**src/rtl/npc_mem_pkg.sv**
```systemverilog
// Shared types for the core memory port: arbiter FSM states, port ownership, store lengths.
// Latency: n/a (types and constants only).
// Backpressure: n/a.
package npc_mem_pkg;

    typedef enum logic [1:0] {
        IDLE = 2'd0,
        REQ  = 2'd1,
        WAIT = 2'd2
    } state_e;

    typedef enum logic [1:0] {
        OWN_NONE = 2'd0,
        OWN_IF   = 2'd1,
        OWN_LS   = 2'd2
    } owner_e;

    localparam logic [3:0] WLEN_B = 4'd1;
    localparam logic [3:0] WLEN_H = 4'd2;
    localparam logic [3:0] WLEN_W = 4'd4;
    localparam logic [3:0] WLEN_D = 4'd8;

    // Streak counter width; covers MAX_LS_STREAK up to 15.
    localparam int STREAK_W = 4;

endpackage

```
**src/rtl/arb_streak2.sv**
```systemverilog
// Two-input priority arbiter: hi wins contention until it has won MAX_STREAK contended rounds in a row, then lo wins once.
// Latency: combinational grant in the cycle adv_i is high; streak state updates on the following edge.
// Backpressure: grants only when adv_i is high; streak is frozen otherwise.
module arb_streak2
    import npc_mem_pkg::*;
#(
    parameter int MAX_STREAK = 4
) (
    input  logic clk,
    input  logic rst,
    input  logic req_hi_i,
    input  logic req_lo_i,
    input  logic adv_i,
    output logic gnt_hi_o,
    output logic gnt_lo_o
);

    localparam logic [STREAK_W-1:0] MAX_Q = STREAK_W'(MAX_STREAK);

    logic [STREAK_W-1:0] streak_q;
    logic [STREAK_W-1:0] streak_d;

    // Grant selection and streak bookkeeping; only an arbitration cycle moves the streak.
    always_comb begin
        gnt_hi_o = 1'b0;
        gnt_lo_o = 1'b0;
        streak_d = streak_q;
        if (adv_i) begin
            if (req_hi_i && req_lo_i) begin
                if (streak_q >= MAX_Q) begin
                    gnt_lo_o = 1'b1;
                    streak_d = '0;
                end else begin
                    gnt_hi_o = 1'b1;
                    streak_d = streak_q + STREAK_W'(1);
                end
            end else if (req_lo_i) begin
                gnt_lo_o = 1'b1;
                streak_d = '0;
            end else begin
                // No lo request this cycle: lo is not being starved, restart the count.
                gnt_hi_o = req_hi_i;
                streak_d = '0;
            end
        end
    end

    // Streak counter register.
    always_ff @(posedge clk) begin
        if (rst) begin
            streak_q <= '0;
        end else begin
            streak_q <= streak_d;
        end
    end

endmodule

```
**src/rtl/mem_port_arbiter.sv**
```systemverilog
// Shares one single-outstanding memory port between instruction fetch (IF) and load/store (LS).
// Latency: grant @0, mem_req_valid @1, earliest mem_rsp_valid @2, *_rsp_valid @3 (new grant possible @3).
// Backpressure: request fields held in registers until mem_req_ready; requesters see ready only in the IDLE grant cycle.
module mem_port_arbiter
    import npc_mem_pkg::*;
#(
    parameter int ADDR_W        = 64,
    parameter int DATA_W        = 64,
    parameter int MAX_LS_STREAK = 4
) (
    input  logic              clk,
    input  logic              rst,
    input  logic              flush,
    input  logic              if_req_valid,
    output logic              if_req_ready,
    input  logic [ADDR_W-1:0] if_addr,
    output logic              if_rsp_valid,
    output logic [31:0]       if_rsp_data,
    input  logic              ls_req_valid,
    output logic              ls_req_ready,
    input  logic [ADDR_W-1:0] ls_addr,
    input  logic              ls_wen,
    input  logic [DATA_W-1:0] ls_wdata,
    input  logic [3:0]        ls_wlen,
    output logic              ls_rsp_valid,
    output logic [DATA_W-1:0] ls_rsp_data,
    output logic              mem_req_valid,
    input  logic              mem_req_ready,
    output logic [ADDR_W-1:0] mem_addr,
    output logic              mem_wen,
    output logic              mem_ren,
    output logic [DATA_W-1:0] mem_wdata,
    output logic [3:0]        mem_wlen,
    input  logic              mem_rsp_valid,
    input  logic [DATA_W-1:0] mem_rsp_data
);

    typedef struct packed {
        logic [ADDR_W-1:0] addr;
        logic [DATA_W-1:0] wdata;
        logic [3:0]        wlen;
        logic              wen;
        logic              ren;
    } mem_req_t;

    state_e            state_q, state_d;
    owner_e            owner_q, owner_d;
    logic              drop_q, drop_d;
    mem_req_t          req_q, req_d;
    logic              if_rsp_valid_q, if_rsp_valid_d;
    logic [31:0]       if_rsp_data_q, if_rsp_data_d;
    logic              ls_rsp_valid_q, ls_rsp_valid_d;
    logic [DATA_W-1:0] ls_rsp_data_q, ls_rsp_data_d;

    logic if_elig;
    logic arb_adv;
    logic gnt_ls;
    logic gnt_if;

    // A fetch raised during a flush targets the old path, so it may not compete.
    assign if_elig = if_req_valid && !flush;
    // Arbitrate only when the port is free; reset forces both readies low.
    assign arb_adv = (state_q == IDLE) && !rst;

    arb_streak2 #(
        .MAX_STREAK (MAX_LS_STREAK)
    ) u_arb (
        .clk      (clk),
        .rst      (rst),
        .req_hi_i (ls_req_valid),
        .req_lo_i (if_elig),
        .adv_i    (arb_adv),
        .gnt_hi_o (gnt_ls),
        .gnt_lo_o (gnt_if)
    );

    assign ls_req_ready  = gnt_ls;
    assign if_req_ready  = gnt_if;

    assign mem_req_valid = (state_q == REQ);
    assign mem_addr      = req_q.addr;
    assign mem_wdata     = req_q.wdata;
    assign mem_wlen      = req_q.wlen;
    assign mem_wen       = req_q.wen;
    assign mem_ren       = req_q.ren;

    assign if_rsp_valid  = if_rsp_valid_q;
    assign if_rsp_data   = if_rsp_data_q;
    assign ls_rsp_valid  = ls_rsp_valid_q;
    assign ls_rsp_data   = ls_rsp_data_q;

    // Next-state, request latching and response routing.
    always_comb begin
        state_d        = state_q;
        owner_d        = owner_q;
        drop_d         = drop_q;
        req_d          = req_q;
        if_rsp_valid_d = 1'b0;
        if_rsp_data_d  = if_rsp_data_q;
        ls_rsp_valid_d = 1'b0;
        ls_rsp_data_d  = ls_rsp_data_q;

        case (state_q)
            IDLE: begin
                owner_d = OWN_NONE;
                drop_d  = 1'b0;
                if (gnt_ls) begin
                    req_d.addr  = ls_addr;
                    req_d.wdata = ls_wdata;
                    req_d.wen   = ls_wen;
                    req_d.ren   = !ls_wen;
                    req_d.wlen  = ls_wen ? ls_wlen : 4'd0;
                    owner_d     = OWN_LS;
                    state_d     = REQ;
                end else if (gnt_if) begin
                    req_d.addr  = if_addr;
                    req_d.wdata = '0;
                    req_d.wen   = 1'b0;
                    req_d.ren   = 1'b1;
                    req_d.wlen  = 4'd0;
                    owner_d     = OWN_IF;
                    state_d     = REQ;
                end
            end
            REQ: begin
                // The memory side must still see the fetch through; only its response is dropped.
                if (flush && owner_q == OWN_IF) begin
                    drop_d = 1'b1;
                end
                if (mem_req_ready) begin
                    state_d = WAIT;
                end
            end
            WAIT: begin
                if (mem_rsp_valid) begin
                    state_d = IDLE;
                    owner_d = OWN_NONE;
                    drop_d  = 1'b0;
                    if (owner_q == OWN_IF) begin
                        if_rsp_valid_d = !(drop_q || flush);
                        if_rsp_data_d  = req_q.addr[2] ? mem_rsp_data[32 +: 32]
                                                       : mem_rsp_data[0 +: 32];
                    end else if (owner_q == OWN_LS) begin
                        ls_rsp_valid_d = 1'b1;
                        ls_rsp_data_d  = req_q.wen ? '0 : mem_rsp_data;
                    end
                end else if (flush && owner_q == OWN_IF) begin
                    drop_d = 1'b1;
                end
            end
            default: begin
                state_d = IDLE;
                owner_d = OWN_NONE;
            end
        endcase
    end

    // State, latched request and registered responses.
    always_ff @(posedge clk) begin
        if (rst) begin
            state_q        <= IDLE;
            owner_q        <= OWN_NONE;
            drop_q         <= 1'b0;
            req_q          <= '0;
            if_rsp_valid_q <= 1'b0;
            if_rsp_data_q  <= '0;
            ls_rsp_valid_q <= 1'b0;
            ls_rsp_data_q  <= '0;
        end else begin
            state_q        <= state_d;
            owner_q        <= owner_d;
            drop_q         <= drop_d;
            req_q          <= req_d;
            if_rsp_valid_q <= if_rsp_valid_d;
            if_rsp_data_q  <= if_rsp_data_d;
            ls_rsp_valid_q <= ls_rsp_valid_d;
            ls_rsp_data_q  <= ls_rsp_data_d;
        end
    end

endmodule

```
**config.mk**
```make
export PLATFORM = sky130hd
export DESIGN_NAME = mem_port_arbiter
export DESIGN_NICKNAME = d
export VERILOG_FILES = /design/src/rtl/npc_mem_pkg.sv /design/src/rtl/arb_streak2.sv /design/src/rtl/mem_port_arbiter.sv
export SDC_FILE = /design/constraint.sdc
export NUM_CORES = 1
export LEC_CHECK = 0
export CORE_AREA = 5 5 194 196
export DETAILED_ROUTE_END_ITERATION = 6
export DIE_AREA = 0 0 199 201
export DONT_BUFFER_PORTS = 1
export PLACE_DENSITY = 0.49
export SLEW_MARGIN = 20
export SYNTH_ARGS = -nofsm -noshare
export SYNTH_HDL_FRONTEND = slang
export SYNTH_SLANG_ARGS = --single-unit
```
**constraint.sdc**
```tcl
create_clock -name clk -period 2.44 [get_ports clk]
set_input_delay 0.488 -clock clk [delete_from_list [all_inputs] [get_ports clk]]
set_output_delay 0.488 -clock clk [all_outputs]
set_load 0.005 [all_outputs]
```
======== Word level (Yosys, flattened, before mapping) ========
Index checks and enable logic that the tools add are counted.
word-level totals
  bits in registers ....................... 241
  input bits .............................. 268
  output and inout port bits .............. 235
  word-level logic and storage cells ...... 72
operators by class
  $add $sub $neg .......................... 1
  $lt $le $gt $ge ......................... 1
  eq/ne operators ......................... 7
  mux-type cells .......................... 27
  bitwise logic cells ..................... 4
  reduce and logical (&&, ||, !) cells .... 19
operator list
  operator             count
  $mux 134             2
  $mux 64              1
  $mux 32              1
  $mux 1               12
  $mux 4               3
  $pmux 2 s3           2
  $mux 2               5
  $reduce_or 4->1      2
  $reduce_and 3->1     2
  $add 4x1->4 const B  1
  $eq 2x1->1 const B   2
  $eq 2x2->1 const B   2
  $ge 4x3->1 const B   1
  $logic_and 1x1->1    4
  $logic_not 1->1      4
  $not 1->1            4
  $reduce_and 2->1     2
  $reduce_and 4->1     1
  $ne 3x3->1 const B   1
  $pmux 1 s3           1
  $reduce_bool 3->1    1
  $logic_not 2->1      1
  $ne 2x1->1 const B   1
  $ne 2x2->1 const B   1
  2 further kinds      2

======== Logic depth before layout (Yosys ltp) ========
Gate-level depths: netlist of the first run.
  depth in word-level cells ............... 8
  gate-level depth with buffers ........... 9
  gate-level depth less buffers ........... 7

======== By module ========
Synthesis of the first run repeated with hierarchy kept, for this count alone.
unflattened totals
  cell total of the unflattened synthesis .. 871
  area, all modules ....................... 9069.9 um^2
modules (own cells, without submodules)
  module            times used  cells an instance  area an instance (um^2)  seq. area each (um^2)
  mem_port_arbiter  1           851                8874.8                   4744.6
  arb_streak2       1           20                 195.2                    80.1

======== Worst setup path after synthesis of the first run ========
No wires, ideal clock.
  path kind ............................... reg-to-output
  from .................................... register state_q[0]
  to ...................................... output port ls_req_ready
  arrival ................................. 1.249 ns
  data required time ...................... 1.952 ns
  slack ................................... 0.703 ns
  stages on the path, launching flop included .. 7
  path buffers ............................ 1
  path through ............................ dfxtp_1 -> inv_1 -> ha_1 -> nand2_1 -> a211o_1 -> clkinv_2 -> buf_2
on the way
  longest elaborated chain between the ends .. 3
RTL lines
  what                      line                     text
  start: declaration        mem_port_arbiter.sv:46   state_e state_q, state_d;
  start signal: assignment  mem_port_arbiter.sv:170  state_q <= state_d;
  $logic_not 2->1           mem_port_arbiter.sv:63   assign arb_adv = (state_q == IDLE) && !rst;
  $logic_and 1x1->1         mem_port_arbiter.sv:63
  $mux 1                    arb_streak2.sv:28        if (adv_i) begin
  end: declaration          mem_port_arbiter.sv:20   output logic ls_req_ready,
Every way passes these cells.

======== Final worst setup path of the first run ========
  from .................................... register state_q[1]
  to ...................................... output port ls_req_ready
Same word-level chain as after synthesis.

==> results.sh, run 1 <==
export IMPL_status="complete, no violations"
export IMPL_dr_pass1_iters=5
export IMPL_vias_per_cell=5.02
export IMPL_slowest_stage="a211o_2"
export IMPL_p_clk_share_pct=43.4
export IMPL_cp_cell_sequence="inv_2 -> ha_4 -> nand2_1 -> a211o_2 -> inv_8 -> buf_16"
export IMPL_hold_violations=0
export IMPL_rows=70
export IMPL_dieWidth_um=199
export IMPL_finalNonFillerCells=1400
export IMPL_rsz0062_at_grt="no"
export IMPL_synth_cell_types=35
export IMPL_drc_errors=0
export IMPL_antenna_found_initial=0
export IMPL_seq_power_share_pct=45.9
export IMPL_grt_max_degree=173
export IMPL_cp_start_kind="flop"
export IMPL_ios=503
export IMPL_cp_required_ns=1.95
export IMPL_clk_path_buf_depth=3
export IMPL_timing_rr_start="state_q[1]"
export IMPL_synthTopCellsByCount="dfxtp_1, nor2_1, a211oi_1"
export IMPL_syn_cell_area_sq_mm=0.00894
export IMPL_finalMaxSlewViolations=0
export IMPL_power_mw=9.65
export IMPL_post_place_ws_ns=0.0130
export IMPL_synth_flop_cell="dfxtp_1"
export IMPL_clock_skew_ns=0.00815
export IMPL_relSlewSlack_pct=47.0
export IMPL_place_inst=1343
export IMPL_finalCriticalPeriod_ns=2.33
export IMPL_synth_top_area_share_pct=53.9
export IMPL_synth_most_common_cell="dfxtp_1"
export IMPL_path_clk_slew_ns=0.06
export IMPL_cts_max_level=1
export IMPL_cp_slowest_stage_delay_ns=0.37
export IMPL_drt_iter0_markers=362
export IMPL_wl_mm=29.9
export IMPL_rr_endpoint="mem_addr[46]"
export IMPL_port_buffers=0
export IMPL_critical_path_class="reg2out"
export IMPL_root_buffer="clkbuf_16"
export IMPL_synth_edff_count=0
export IMPL_cts_tree="done"
export IMPL_p_comb_share_pct=10.7
export IMPL_fin_ws_ns=0.107
export IMPL_netlist_instances=936
export IMPL_start_util_pct=24.9
export IMPL_yosys_warnings=0
export IMPL_core_area_sq_mm=0.0359
export IMPL_holdPathEnd="ls_rsp_data[18]"
export IMPL_grt_overflow=0
export IMPL_die_h_um=201
export IMPL_drive_above_1_share_pct=10.4
export IMPL_p_sw_share_pct=26.1
export IMPL_synth_seq_cells=241
export IMPL_seq_area_frac_synth_pct=53.9
export IMPL_insertedDiodeCount=0
export IMPL_p_leak_nw=3.96
export IMPL_clock_fmax_ghz=0.429
export IMPL_peakVddDrop_uv=595
export IMPL_synth_area_per_cell_sq_um=9.56
export IMPL_fin_setup_tns_ns=0
export IMPL_ys_top_cells_by_area="dfxtp_1, a211oi_1, nor2_1"
export IMPL_synth_fp_nets=1209
export IMPL_drv_cap=0
export IMPL_clock_latency_ns=0.55
export IMPL_cts_sinks=241
export IMPL_routedWlPerCell_um=21.4
export IMPL_place_gp_congestion=0.801
export IMPL_nNetsFinal=1185
export IMPL_fin_crit_sh_pct=95.6
export IMPL_rrSetupSlack_ns=0.22
export IMPL_powerDensity_mw_per_mm2=916
export IMPL_worstPathMaxFanout=18
export IMPL_area_growth_pct=17.8
export IMPL_intPower_mw=7.14
export IMPL_whs_path_depth=1
export IMPL_hpwlAfterDp_mm=20.9
export IMPL_worstPathArrival_ns=1.85
export IMPL_grt_pass1_vias=7171
export IMPL_die_area_sq_mm=0.0400
export IMPL_p_sw_mw=2.52
export IMPL_worstHoldPathType="in2reg"
export IMPL_grt_first_pass_wirelength_mm=44.0
export IMPL_cts_buffers=28
export IMPL_endpoint_kind="output port"
export IMPL_yosys_area_top_type="dfxtp_1"
export IMPL_worstMarginPinSlew_ns=0.794
export IMPL_async_reset_ff_share_pct=0
export IMPL_vias=7027
export IMPL_reg2regPathDepth=9
export IMPL_ant_nets=0
export IMPL_hold_start="mem_rsp_data[18]"
export IMPL_setup_viol=0
export IMPL_grtUsageTotal_pct=13.7
==> cell families after synthesis <==
group | after synthesis | synth area share [%]
AO/OA/AOI/OAI | 313 | 25.8
adder cells (fa/ha/maj) | 5 | 0.699
buffers and inverters | 93 | 4.74
flip-flops | 241 | 53.9
multiplexers | 34 | 3.80
AND/OR/NAND/NOR | 250 | 11.0
==> state kept, by name, summed over array words and instances, names as in the netlist, 2 cells and up <==
name,cells
mem_wlen,4
mem_wdata,64
u_arb.streak_q,4
owner_q,2
ls_rsp_data,64
state_q,2
mem_addr,64
if_rsp_data,32
==> metrics by stage <==
| stage | utilization, % | hold slack, ns | area (sq um) |
|---|---|---|---|
| 6_report | 29.4 | 0.0616 | 10500 |
| 3_3_place_gp | 26.4 | 0.411 | 9480 |
| 2_1_floorplan | - | 0.397 | 8940 |
| 5_1_grt | 29.4 | 0.0141 | 10500 |
| 4_1_cts | 29.4 | 0.0137 | 10500 |
| 3_5_place_dp | 26.4 | 0.420 | 9480 |
==> final cells by class <==
class                   instances  area [sq um]
fillers                      3793         25400
clock inverters                11           130
inverters                       7          37.5
repair buffers                 32           393
well taps                     468           586
multi-input cells             602          3770
clock buffers                  39           802
flip-flops and latches        241          4830
==> what timing repair did <==
action,in CTS,in global routing
endpoints found under the setup margin,2,1
endpoints found under the hold margin,10,0
pin swaps,2,1
hold buffers,3,0
buffers inserted,3,0
cloned,1,0
resized for setup,11,0
==> worst max-delay path: cells and delay by family, from the launching register on <==
kind / cells / cell delay [ns]
compound gates: 1 / 0.37
flops: 1 / 0.34
simple gates: 1 / 0.08
fa+ha+maj: 1 / 0.18
buf+inv: 3 / 0.32
==> per-layer routing <==
metal,GRT usage (%),part of all wire [%]
met4,4.35,2.6
met2,23.9,49
met5,0,0
met3,4.72,10
met1,15.8,38
==> how the worst max path moves through the flow <==
stage                     from      endpoint  slack, ns  depth (start not counted)
floorplan           state_q[0]  ls_req_ready       0.70                          6
global placement    state_q[0]  if_req_ready       0.06                          6
detailed placement       flush  if_req_ready       0.01                          4
CTS                 state_q[1]  if_req_ready      0.009                          6
global route        state_q[1]  ls_req_ready       0.01                          6
finish              state_q[1]  ls_req_ready       0.11                          6
==> power groups by stage <==
stage	Sequential, mW	Combinational (mW)	Clock [mW]
after global routing	4.46	1.16	4.49
final	4.43	1.03	4.18
after global placement	4.52	0.969	0
after CTS	4.44	1.05	4.32
after detailed placement	4.52	0.994	0
after floorplan	4.40	0.810	0
==> placed cells by master, fill, tap and decap left out, types with 3 or more instances in the layout <==
cell,netlist,layout
a211oi_2,10,10
a22oi_1,67,67
a22o_1,64,64
clkbuf_8,0,6
a21oi_1,69,68
a32o_1,4,4
buf_4,9,19
clkinv_2,1,5
ha_1,5,4
dlygate4sd3_1,0,3
buf_12,0,8
nand2_1,66,66
nor2b_1,6,5
inv_1,6,3
dfxtp_1,241,240
mux2i_1,34,34
clkbuf_16,0,28
clkbuf_1,43,5
o21ai_0,3,3
nor2_1,170,170
a211oi_1,89,89
(Power assumes the default switching activity.)
==> run 2: changes to the inputs <==
--- a/config.mk
+++ b/config.mk
@@ -5,12 +5,13 @@
 export SDC_FILE = /design/constraint.sdc
 export NUM_CORES = 1
 export LEC_CHECK = 0
-export CORE_AREA = 5 5 194 196
+export CORE_AREA = 5 5 195 197
 export DETAILED_ROUTE_END_ITERATION = 6
-export DIE_AREA = 0 0 199 201
+export DIE_AREA = 0 0 200 202
 export DONT_BUFFER_PORTS = 1
-export PLACE_DENSITY = 0.49
+export PLACE_DENSITY = 0.5
 export SLEW_MARGIN = 20
 export SYNTH_ARGS = -nofsm -noshare
 export SYNTH_HDL_FRONTEND = slang
+export SYNTH_HIERARCHICAL = 1
 export SYNTH_SLANG_ARGS = --single-unit
==> results.sh, run 2 <==
export IMPL_worstMarginPinSlew_ns=0.787
export IMPL_synth_seq_cells=241
export IMPL_relSlewSlack_pct=47.5
export IMPL_worstPathMaxFanout=5
export IMPL_ys_top_cells_by_area="dfxtp_1, mux2i_1, a211oi_1"
export IMPL_die_h_um=202
export IMPL_yosys_area_top_type="dfxtp_1"
export IMPL_final_cell_mix="dfxtp_1, nor2_1, a211oi_1"
export IMPL_seq_area_frac_synth_pct=53.2
export IMPL_antenna_found_initial=1
export IMPL_cp_start_kind="flop"
export IMPL_grt_met2_usage_pct=21.5
export IMPL_cts_sinks=241
export IMPL_critical_path_class="reg2out"
export IMPL_clock_latency_ns=0.53
export IMPL_nNetsFinal=1110
export IMPL_cts_tree="done"
export IMPL_routedWlPerCell_um=21.8
export IMPL_peakVddDrop_uv=679
export IMPL_cp_required_ns=1.95
export IMPL_start_util_pct=25.1
export IMPL_place_area_sq_mm=0.00953
export IMPL_core_area_sq_mm=0.0361
export IMPL_finalMaxSlewViolations=0
export IMPL_async_reset_ff_share_pct=0
export IMPL_clock_fmax_ghz=0.440
export IMPL_area_growth_pct=14.7
export IMPL_grt_max_degree=180
export IMPL_drv_cap=0
export IMPL_worstHoldPathType="in2reg"
export IMPL_syn_cell_area_sq_mm=0.00907
export IMPL_status="complete, no violations"
export IMPL_power_mw=10.5
export IMPL_grtUsageTotal_pct=13.0
export IMPL_synth_edff_count=0
export IMPL_synth_area_per_cell_sq_um=10.4
export IMPL_dieWidth_um=200
export IMPL_netlist_instances=871
export IMPL_yosys_warnings=6
export IMPL_seq_area_sq_mm=0.00483
export IMPL_grtUsageMet1_pct=15.4
export IMPL_intPower_mw=7.51
export IMPL_fin_crit_sh_pct=93.1
export IMPL_grt_first_pass_wirelength_mm=41.9
export IMPL_grt_met3_usage_pct=5.33
export IMPL_insertedDiodeCount=0
export IMPL_vias=6524
export IMPL_drt_iter0_markers=276
export IMPL_path_clk_slew_ns=0.06
export IMPL_endpoint_kind="output port"
export IMPL_design_area_sq_mm=0.0104
export IMPL_drc_errors=0
export IMPL_root_buffer="clkbuf_16"
export IMPL_vias_per_cell=4.93
export IMPL_hold_start="rst"
export IMPL_p_comb_share_pct=17.3
export IMPL_rr_endpoint="mem_addr[14]"
export IMPL_finalNonFillerCells=1324
export IMPL_synth_cell_types=36
export IMPL_cts_hold_buf=0
export IMPL_synth_most_common_cell="dfxtp_1"
export IMPL_multi_input_area_sq_mm=0.00389
export IMPL_final_fill_count=3796
export IMPL_place_inst=1275
export IMPL_powerDensity_mw_per_mm2=1010
export IMPL_top_usage_layer="met2"
export IMPL_cts_buffers=26
export IMPL_ios=503
export IMPL_ant_nets=0
export IMPL_synth_top_area_share_pct=53.2
export IMPL_die_area_sq_mm=0.0404
export IMPL_place_gp_congestion=0.769
export IMPL_rrSetupSlack_ns=0.42
export IMPL_dr_pass1_iters=5
export IMPL_grt_overflow=0
export IMPL_reg2regPathDepth=8
export IMPL_holdPathEnd="mem_wdata[3]"
export IMPL_p_leak_nw=3.57
export IMPL_timing_rr_start="state_q[1]"
export IMPL_hpwlAfterDp_mm=21.1
export IMPL_finalCriticalPeriod_ns=2.27
export IMPL_drive_above_1_share_pct=14.4
export IMPL_worstPathArrival_ns=1.78
export IMPL_clock_skew_ns=0.0139
export IMPL_whs_path_depth=1
export IMPL_whs_ns=0.0362
export IMPL_port_buffers=0
export IMPL_p_sw_share_pct=28.6
export IMPL_rows=70
export IMPL_seq_power_share_pct=45.9
export IMPL_mostFrequentLayoutCell="dfxtp_1"
export IMPL_synth_flop_cell="dfxtp_1"
export IMPL_p_sw_mw=3.00
export IMPL_wl_mm=28.8
export IMPL_setup_viol=0
export IMPL_grt_pass1_vias=6529
export IMPL_synth_fp_nets=1144
export IMPL_synthTopCellsByCount="dfxtp_1, nor2_1, a211oi_1"
export IMPL_p_clk_share_pct=36.8
export IMPL_hold_violations=0
export IMPL_clk_path_buf_depth=3
export IMPL_cts_max_level=1
-- run 2: cells by family after synthesis --
kind of cell | share of synthesized area (%)
AO/OA/AOI/OAI | 21.9
adder cells (fa/ha/maj) | 0.690
buffers and inverters | 4.44
flip-flops | 53.2
multiplexers | 10.6
AND/OR/NAND/NOR | 9.13
-- run 2: worst max-delay path: stages (launching register included) --
cell and delay, ns:
dfxtp_1 0.33, inv_1 0.10, ha_1 0.18, nor2b_4 0.19
nand2_1 0.11, a21oi_4 0.16, buf_4 0.18
-- run 2: through the flow --
step	utilization (%)	worst slack (ns)	setup TNS [ns]
finish	28.8	0.169	0
global route	28.8	-0.00165	-0.00165
CTS	28.8	0.0366	0
detailed placement	26.4	0.241	0
global placement	26.4	0.270	0
floorplan	-	0.0695	0
-- run 2: repair_timing --
action	4_1_cts	5_1_grt
setup buffers	0	2
resized for setup	2	1
endpoints found under the setup margin	1	1
-- run 2: area by class of cell --
cell class | instances | share of cell area (%)
clock inverters | 4 | 0.433
clock buffers | 43 | 7.65
flip-flops and latches | 241 | 46.4
inverters | 6 | 0.216
multi-input cells | 543 | 37.4
well taps | 468 | 5.63
repair buffers | 19 | 2.33
-- run 2: power groups by stage --
stage / Clock [mW] / Combinational, mW / Sequential [mW]
2_1_floorplan: 0 / 1.46 / 4.73
5_1_grt: 4.17 / 2.06 / 4.87
6_report: 3.86 / 1.82 / 4.82
3_3_place_gp: 0 / 1.78 / 4.93
3_5_place_dp: 0 / 1.82 / 4.92
4_1_cts: 4.01 / 1.83 / 4.84
-- run 2: worst max path at each step --
stage	startpoint	to	slack, ns
floorplan	rst	mem_addr[0]	0.07
global placement	state_q[1]	mem_wdata[26]	0.27
detailed placement	state_q[1]	mem_addr[16]	0.24
CTS	state_q[1]	if_req_ready	0.04
global route	state_q[1]	if_req_ready	-0.002
finish	state_q[1]	if_req_ready	0.17
-- run 2: layer usage --
layer / up-vias / share of wire, %
li1: 3126 / -
met1: 3035 / 37
met2: 317 / 47
met3: 46 / 13
met4: 0 / 2.7
met5: - / 0
